**src/rtl/calc_keys_pkg.sv**
```systemverilog
// calc_keys_pkg: key codes shared by the keypad scanner and the calculator control FSM,
// plus the scanner state encoding.
package calc_keys_pkg;
    localparam logic [3:0] KEY_0     = 4'd0;
    localparam logic [3:0] KEY_1     = 4'd1;
    localparam logic [3:0] KEY_2     = 4'd2;
    localparam logic [3:0] KEY_3     = 4'd3;
    localparam logic [3:0] KEY_4     = 4'd4;
    localparam logic [3:0] KEY_5     = 4'd5;
    localparam logic [3:0] KEY_6     = 4'd6;
    localparam logic [3:0] KEY_7     = 4'd7;
    localparam logic [3:0] KEY_8     = 4'd8;
    localparam logic [3:0] KEY_9     = 4'd9;
    localparam logic [3:0] KEY_EQUAL = 4'd10;
    localparam logic [3:0] KEY_AC    = 4'd11;
    localparam logic [3:0] KEY_PLUS  = 4'd12;
    localparam logic [3:0] KEY_MINUS = 4'd13;
    localparam logic [3:0] KEY_MULT  = 4'd14;
    localparam logic [3:0] KEY_DIV   = 4'd15;

    typedef enum logic [1:0] {SCAN, DEBOUNCE, EMIT, WAIT_RELEASE} scan_state_e;
endpackage

```
**src/rtl/keypad_keymap.sv**
```systemverilog
// keypad_keymap: maps a (row, column) keypad position to its 4-bit key code.
module keypad_keymap
    import calc_keys_pkg::*;
(
    input  logic [1:0] row_idx,
    input  logic [1:0] col_idx,
    output logic [3:0] code
);
    // Row-major: entry {row, col}
    localparam logic [3:0] MAP [16] = '{
        KEY_1,  KEY_2, KEY_3,     KEY_PLUS,
        KEY_4,  KEY_5, KEY_6,     KEY_MINUS,
        KEY_7,  KEY_8, KEY_9,     KEY_MULT,
        KEY_AC, KEY_0, KEY_EQUAL, KEY_DIV
    };

    assign code = MAP[{row_idx, col_idx}];
endmodule

```
**src/rtl/keypad_scanner.sv**
```systemverilog
// keypad_scanner: scans a 4x4 active-low keypad, debounces press and release,
// and emits one kbEN strobe with the encoded key per physical press.
module keypad_scanner
    import calc_keys_pkg::*;
#(
    parameter int SCAN_DIV     = 1000,
    parameter int DEBOUNCE_CYC = 20000,
    parameter int PULSE_LEN    = 4
) (
    input  logic       clk,
    input  logic       reset,
    input  logic [3:0] row,
    output logic [3:0] col,
    output logic [3:0] pressedkey,
    output logic       kbEN,
    output logic       busy
);
    localparam int DW = $clog2(SCAN_DIV + 1);
    localparam int BW = $clog2(DEBOUNCE_CYC + 1);
    localparam int PW = $clog2(PULSE_LEN + 1);

    scan_state_e   state, next;
    logic [3:0]    rs_meta, rs, cap, code;
    logic [1:0]    cidx, ridx;
    logic [DW-1:0] dwell;
    logic [BW-1:0] deb_cnt;
    logic [PW-1:0] pulse_cnt;
    logic          sample, hit, match, released, deb_done, pulse_done, adv;

    keypad_keymap u_keymap (.row_idx(ridx), .col_idx(cidx), .code(code));

    // Sampling in the last dwell cycle lets the 2-flop synchronizer settle on the new column
    assign sample     = dwell == DW'(SCAN_DIV - 1);
    assign hit        = $onehot(~rs);
    assign match      = rs == cap;
    assign released   = rs == 4'hF;
    assign deb_done   = deb_cnt == BW'(DEBOUNCE_CYC - 1);
    assign pulse_done = pulse_cnt == PW'(PULSE_LEN);
    assign adv        = (state == SCAN && sample && !hit) ||
                        (state == DEBOUNCE && !match) ||
                        (state == WAIT_RELEASE && released && deb_done);

    always_ff @(posedge clk or negedge reset) begin
        if (!reset) state <= SCAN;
        else        state <= next;
    end

    always_comb begin
        next = state;
        unique case (state)
            SCAN:         next = (sample && hit) ? DEBOUNCE : SCAN;
            DEBOUNCE:     next = !match ? SCAN : deb_done ? EMIT : DEBOUNCE;
            EMIT:         next = pulse_done ? WAIT_RELEASE : EMIT;
            WAIT_RELEASE: next = (released && deb_done) ? SCAN : WAIT_RELEASE;
        endcase
    end

    always_ff @(posedge clk or negedge reset) begin
        if (!reset) begin
            rs_meta    <= 4'hF;
            rs         <= 4'hF;
            cap        <= 4'hF;
            cidx       <= '0;
            ridx       <= '0;
            dwell      <= '0;
            deb_cnt    <= '0;
            pulse_cnt  <= '0;
            pressedkey <= '0;
        end else begin
            rs_meta   <= row;
            rs        <= rs_meta;
            cidx      <= adv ? cidx + 2'd1 : cidx;
            dwell     <= (state == SCAN && !sample) ? dwell + 1'b1 : '0;
            // One counter serves both press debounce and release debounce
            deb_cnt   <= ((state == DEBOUNCE && match) || (state == WAIT_RELEASE && released)) ?
                         deb_cnt + 1'b1 : '0;
            pulse_cnt <= (state == EMIT && !pulse_done) ? pulse_cnt + 1'b1 : '0;
            if (state == SCAN && sample && hit) begin
                cap  <= rs;
                ridx <= {~rs[3] | ~rs[2], ~rs[3] | ~rs[1]};
            end
            if (state == DEBOUNCE && match && deb_done) pressedkey <= code;
        end
    end

    // kbEN waits one EMIT cycle so pressedkey is already stable when it rises
    always_comb begin
        col  = ~(4'b0001 << cidx);
        kbEN = state == EMIT && pulse_cnt != '0;
        busy = state != SCAN;
    end
endmodule

```
**config.mk**
```make
export PLATFORM = sky130hd
export DESIGN_NAME = keypad_scanner
export DESIGN_NICKNAME = d
export VERILOG_FILES = /design/src/rtl/calc_keys_pkg.sv /design/src/rtl/keypad_keymap.sv /design/src/rtl/keypad_scanner.sv
export SDC_FILE = /design/constraint.sdc
export NUM_CORES = 1
export LEC_CHECK = 0
export CORE_UTILIZATION = 25
export CTS_CLUSTER_DIAMETER = 30
export DETAILED_ROUTE_END_ITERATION = 8
export GPL_ROUTABILITY_DRIVEN = 0
export PLACE_DENSITY = 0.42
export REMOVE_ABC_BUFFERS = 1
export SYNTH_ARGS = -nofsm -noshare
export SYNTH_HDL_FRONTEND = slang
export SYNTH_HIERARCHICAL = 1
export SYNTH_SLANG_ARGS = --single-unit
```
**constraint.sdc**
```tcl
create_clock -name clk -period 3.45 [get_ports clk]
set_input_delay 1.035 -clock clk [delete_from_list [all_inputs] [get_ports clk]]
set_output_delay 1.035 -clock clk [all_outputs]
set_load 0.01 [all_outputs]
```
==> results of run 1 <==
state kept, by name (all words and copies together) (netlist names):
name	cells
cap	4
cidx	2
deb_cnt	15
dwell	10
pressedkey	4
pulse_cnt	3
ridx	2
rs	4
rs_meta	4
state	2
metal layers:
| layer | global-route usage [%] | vias up | part of all wire [%] |
|---|---|---|---|
| met2 | 16.0 | 15 | 47 |
| met5 | 0 | - | 0 |
| met4 | 3.02 | 0 | 0.87 |
| li1 | - | 872 | - |
| met3 | 2.41 | 4 | 2.3 |
| met1 | 12.6 | 852 | 50 |
per-stage QoR:
stage | total power (W) | instance area [µm²]
6_report | 0.00103 | 3060
5_1_grt | 0.00108 | 3060
4_1_cts | 0.00106 | 3060
2_1_floorplan | 0.000623 | 2620
3_5_place_dp | 0.000648 | 2950
3_3_place_gp | 0.000648 | 2950
cells in the mapped netlist, drive strengths merged, types with 8 or more instances:
master  instances  area share [%]
dfrtp          38              36
inv            20             2.8
xor2           18             5.9
ha             16             7.5
nor3           15             2.8
nor2           14             2.0
dfstp          12              12
nand2          12             1.7
mux2           10             4.9
nand3          10             1.9
nand4          10             2.6
xnor2           8             2.6
layout by cell type (no fill, tap or decap), types with 2 or more instances in the layout:
master and n:
clkdlybuf4s50_1 14, nor2_1 14, a21oi_1 4, mux2_4 5, xnor2_1 8, and2_1 3, o211ai_1 3, and4_1 5
mux2_2 4, and3_1 5, nor3b_1 4, nand2b_1 2, nand2_1 12, nor3_1 15, nand3_1 10, nand4_1 9
inv_1 20, clkbuf_8 5, o21ai_0 5, xor2_1 18, mux2i_1 2, dfrtp_1 38, ha_1 16, dfstp_2 12
area by class of cell:
type                       count  area [µm²]  area share (%)
sequential                    50        1270            41.4
clock buffer                   6        93.8            3.07
timing repair buffer          16         165            5.40
clock inverter                 2        13.8           0.450
multi-input combinational    165        1280            41.7
inverter                      20        75.1            2.45
tap                          136         170            5.56
where the power goes:
part,internal (W),switching [W]
registers,0.000595,0.00000483
clock network,0.000189,0.000206
logic,0.0000143,0.0000220
total,0.000797,0.000233
cell families (layout without fill, tap and decap cells):
logic type	Yosys count	in the layout	synth area share [%]
compound gates	20	20	5.21
xor+xnor	26	26	8.54
fa+ha+maj	17	17	8.26
buf+inv	27	44	4.60
flops	50	50	47.5
mux	12	12	5.68
simple gates	90	90	20.2
how the worst max path moves through the flow:
stage,from,endpoint,slack (ns),cells past startpoint
floorplan,rs[3]$_DFF_PN1_,ridx[0]$_DFFE_PN0P_,1.10,7
global placement,rs[3]$_DFF_PN1_,ridx[0]$_DFFE_PN0P_,0.89,7
detailed placement,rs[3]$_DFF_PN1_,ridx[0]$_DFFE_PN0P_,0.86,7
CTS,state[1]$_DFF_PN0_,kbEN,0.58,3
global route,state[1]$_DFF_PN0_,kbEN,0.47,3
finish,state[1]$_DFF_PN0_,kbEN,0.62,3
worst max-delay path, cell delays in order, from the launching register on:
cell,delay (ns)
dfrtp_1,0.61
nand2b_1,0.18
a21oi_1,0.15
clkdlybuf4s50_1,0.55
==> run summary, run 1 <==
- Reg2Reg Setup Slack: 0.82 ns
- synthesized netlist cell count: 242
- vias: 1743
- total I/O pin count: 16
- Vias per Instance: 4.41
- critical register-to-register path startpoint: rs[3]$_DFF_PN1_
- setup bufs post-CTS: 0
- Sink Count: 50
- TritonCTS clock tree: yes
- number of global-route vias before repair: 1776
- hold wc startpoint: rs_meta[2]$_DFF_PN1_
- H-tree level count: 2
- initial antenna violation count: 0
- CTS Hold Bufs: 0
- run status: finished, final reports clean
- synthesized area divided by synthesized cell count: 11.0 µm²
- Worst-Margin Slew: 0.781 ns
- Post-synth ARST share: 100%
- number of cell instances on the worst register-to-register path: 7
- Port-buffer cells: 15
- DR DRC count: 0
- minimum hold slack: 0.360 ns
- Static Leak: 1.27 nW
- category of the worst setup path launch point: register
- area enclosed by the die boundary: 11100 µm²
- dominant register cell in the synthesized netlist: dfrtp_1
- global route total overflow: 0
- average wire per standard cell: 12.2 µm
- combined area of all synthesized cells: 2670 µm²
- Layout Cells excl Fill: 395
- starting density of the core: 25.8%
- EDFF count, synth: 0
- count of routing violations after the opening detailed-route iteration: 43
- clk slew on worst S/H paths: 0.10 ns
- CTS-repair resized insts: 0
- final number of max-transition violations: 0
- Total Negative Setup Slacks: 0 ns
- placed wire-length estimate: 3330 µm
- peak fanout along the critical path: 12
- share of final-layout standard cells stronger than drive strength 1: 15.1%
- utilization after layout: 29.6%
- Crit Reg-Reg Endpoint: ridx[0]$_DFFE_PN0P_
- Warnings, synthesis: 6
- Setup WS pre-CTS: 0.856 ns
- hold-critical path depth: 0
- number of standard-cell rows in the floorplan: 37
- Worst Skew: 0.00792 ns
- unique cell type count in the Yosys netlist: 47
- headroom to the max-slew limit: 47.6%
- insertion delay to the later sink of the worst-skew pair: 0.31 ns
- antenna fix cells: 0
- maximum capacitance violations: 0
- RSZ-0062 raised after global routing: no
- final critical-path setup slack: 0.618 ns
- drt pass-1 iters: 4
- final net count: 281
- destination of the worst hold path: rs[2]$_DFF_PN1_
- global-route wire length before repair: 8610 µm
- standard cell core area: 10300 µm²
- number of setup violations in the final report: 0
- critical path endpoint category: output pin
- data required time at the worst endpoint: 2.41 ns
- Longest Clk Path Bufs: 2
- Period minus WS final: 2.83 ns
- power density normalized to cell area: 337 nW/µm²
- Root Buffer Master: clkbuf_8
- register bit total from synthesis: 50
- number of fill cells: 1072
- antenna violation net count after detailed routing: 0
- part of the Yosys area used for sequential elements: 47.5%
- GRT Total Usage: 9.77%
- Horiz. Die Dim: 105 µm
- Cells after DPL: 387
- path category of the worst min-delay check: register to register
- Period Utilization, post-route: 82.1%
- maximum vdd drop: 0.000137 V
- Layout Area Growth over Synthesis: 14.8%
- overall die height: 105 µm
- total detailed-routing wirelength: 4830 µm
- crit path kind: register to output pin
- data arrival time of the critical path: 1.80 ns
- Max Clock Freq: 353 MHz
- number of CTS-inserted buffers: 5
- number of endpoints with negative hold slack in the final report: 0
- largest net degree at the start of global routing: 51
(Power assumes the default switching activity.)
==> run 2: changes to the inputs <==
==> constraint.sdc (replaced) <==
create_clock -name clk -period 2.9 [get_ports clk]
set_input_delay 0.87 -clock clk [delete_from_list [all_inputs] [get_ports clk]]
set_output_delay 0.87 -clock clk [all_outputs]
set_load 0.01 [all_outputs]
==> run 2 against run 1 <==
Compared with the run above: cell count is 0.51% higher; clock power up 25%; register-to-register slack lost 0.42 ns; utilization about the same; die area unchanged; global-route usage down 0.35 points; hold slack got worse by 0.0011 ns; sequential cell count did not move; largest cell class unchanged; largest power group unchanged; highest routed layer unchanged.
==> run summary, run 2 (same netlist as run 1, synthesis figures left out) <==
- final net count: 283
- setup bufs post-CTS: 0
- GRT Total Usage: 9.42%
- Vias per Instance: 4.38
- Layout Area Growth over Synthesis: 15.0%
- placed wire-length estimate: 3330 µm
- total detailed-routing wirelength: 4760 µm
- CTS-repair resized insts: 0
- clk slew on worst S/H paths: 0.09 ns
- H-tree level count: 2
- master of the slowest instance on the critical path: clkdlybuf4s50_1
- Setup WS pre-CTS: 0.386 ns
- number of setup violations in the final report: 0
- total I/O pin count: 16
- category of the worst setup path launch point: register
- average wire per standard cell: 12.0 µm
- number of CTS-inserted buffers: 5
- overall die height: 105 µm
- CTS Hold Bufs: 0
- number of global-route vias before repair: 1746
- peak fanout along the critical path: 9
- headroom to the max-slew limit: 50.6%
- number of standard-cell rows in the floorplan: 37
- Port-buffer cells: 15
- crit path kind: register to output pin
- power density normalized to cell area: 406 nW/µm²
- Longest Clk Path Bufs: 2
- starting density of the core: 25.8%
- standard cell core area: 10300 µm²
- Sink Count: 50
- insertion delay to the later sink of the worst-skew pair: 0.30 ns
- Period minus WS final: 2.60 ns
- TritonCTS clock tree: yes
- Buffers & Inverters on Critical Path: 3
- Total Negative Setup Slacks: 0 ns
- path category of the worst min-delay check: register to register
- most frequent cell on the critical path: inv_1
- area enclosed by the die boundary: 11100 µm²
- largest registers ranked by flip-flop count: deb_cnt (15), dwell (10)
- Static Leak: 1.27 nW
- Root Buffer Master: clkbuf_8
- Worst-Margin Slew: 0.737 ns
- vias: 1738
- critical path endpoint category: output pin
- share of final-layout standard cells stronger than drive strength 1: 15.3%
- data arrival time of the critical path: 1.73 ns
- Period Utilization, post-route: 89.6%
- count of routing violations after the opening detailed-route iteration: 53
- data required time at the worst endpoint: 2.03 ns
- maximum vdd drop: 0.000231 V
- antenna fix cells: 0
- Largest register FFs: 15
- kind of cell with the highest combined delay on the critical path: buffers and inverters
- number of endpoints with negative hold slack in the final report: 0
- maximum capacitance violations: 0
- peak per-stage delay on the critical path: 0.52 ns
- run status: finished, final reports clean
- commonest cells after routing, fill and taps aside: dfrtp_1, inv_1, xor2_1
- global route total overflow: 0
- Max Clock Freq: 385 MHz
- RSZ-0062 raised after global routing: no
- DR DRC count: 0
- Largest Register: deb_cnt
- antenna violation net count after detailed routing: 0
- cell-by-cell trace of the critical path: inv_1, ha_1, inv_1, clkdlybuf4s50_1
- final number of max-transition violations: 0
- final critical-path setup slack: 0.302 ns
- Worst Skew: 0.00407 ns
- global-route wire length before repair: 8450 µm
- initial antenna violation count: 0
- Horiz. Die Dim: 105 µm
- largest net degree at the start of global routing: 51
- drt pass-1 iters: 4
- most common library cell in the layout ignoring fill and taps: dfrtp_1
run 2: changes by cell type in the layout (fill, tap and decap cells not counted), sizes merged:
cell / before / now
buf: 2 / 4
bufinv: 0 / 1
clkinv: 1 / 0
clkinvlp: 0 / 1
inv: 21 / 20
run 2: layout make-up:
class / count / area [µm²]
well taps: 136 / 170
clock inverters: 2 / 37.5
repair buffers: 18 / 168
inverters: 20 / 75.1
fillers: 1082 / 7260
flip-flops and latches: 50 / 1270
multi-input cells: 165 / 1280
clock buffers: 6 / 72.6
run 2: path summary, 6_finish.rpt:
path / from / end / slack (ns) / cells after the start
max: cidx[0]$_DFFE_PN0P_ / col[2] / 0.30 / 4
min: rs_meta[1]$_DFF_PN1_ / rs[1]$_DFF_PN1_ / 0.36 / 0
max reg2reg: rs[3]$_DFF_PN1_ / cidx[1]$_DFFE_PN0P_ / 0.40 / 8
min reg2reg: rs_meta[1]$_DFF_PN1_ / rs[1]$_DFF_PN1_ / 0.36 / 0
max in group asynchronous: reset / cidx[1]$_DFFE_PN0P_ / 1.78 / 2
min in group asynchronous: reset / deb_cnt[0]$_DFF_PN0_ / 0.65 / 2
run 2: routing by layer:
| metal | GRT usage [%] | share of wire [%] | vias to the layer above |
|---|---|---|---|
| li1 | - | - | 873 |
| met1 | 11.9 | 48 | 844 |
| met2 | 16.1 | 48 | 16 |
| met3 | 2.23 | 2.5 | 5 |
| met4 | 2.41 | 0.78 | 0 |
| met5 | 0 | 0 | - |
run 2: worst register-to-register path, stage by stage (launching register included):
cell      delay (ns)
dfstp_2         0.61
fa_1            0.43
inv_1           0.06
ha_1            0.14
ha_1            0.22
nor3b_1         0.28
nand4b_1        0.17
o211ai_1        0.14
mux2_1          0.34
run 2: per-stage QoR:
| stage | utilization (%) | instances | cell area, µm² | hold WS [ns] | total power, W |
|---|---|---|---|---|---|
| floorplan | - | 235 | 2620 | 0.345 | 0.000741 |
| global placement | 28.6 | 389 | 2960 | 0.346 | 0.000769 |
| detailed placement | 28.6 | 389 | 2960 | 0.347 | 0.000770 |
| CTS | 29.7 | 397 | 3070 | 0.361 | 0.00128 |
| global route | 29.7 | 397 | 3070 | 0.364 | 0.00131 |
| finish | 29.7 | 397 | 3070 | 0.359 | 0.00125 |
run 2: report_power, final:
group          leakage [nW]  total [W]  switching [W]  internal, W
sequential            0.642   0.000713     0.00000571     0.000707
clock                0.0514   0.000492       0.000234     0.000258
combinational         0.572  0.0000403      0.0000256    0.0000147
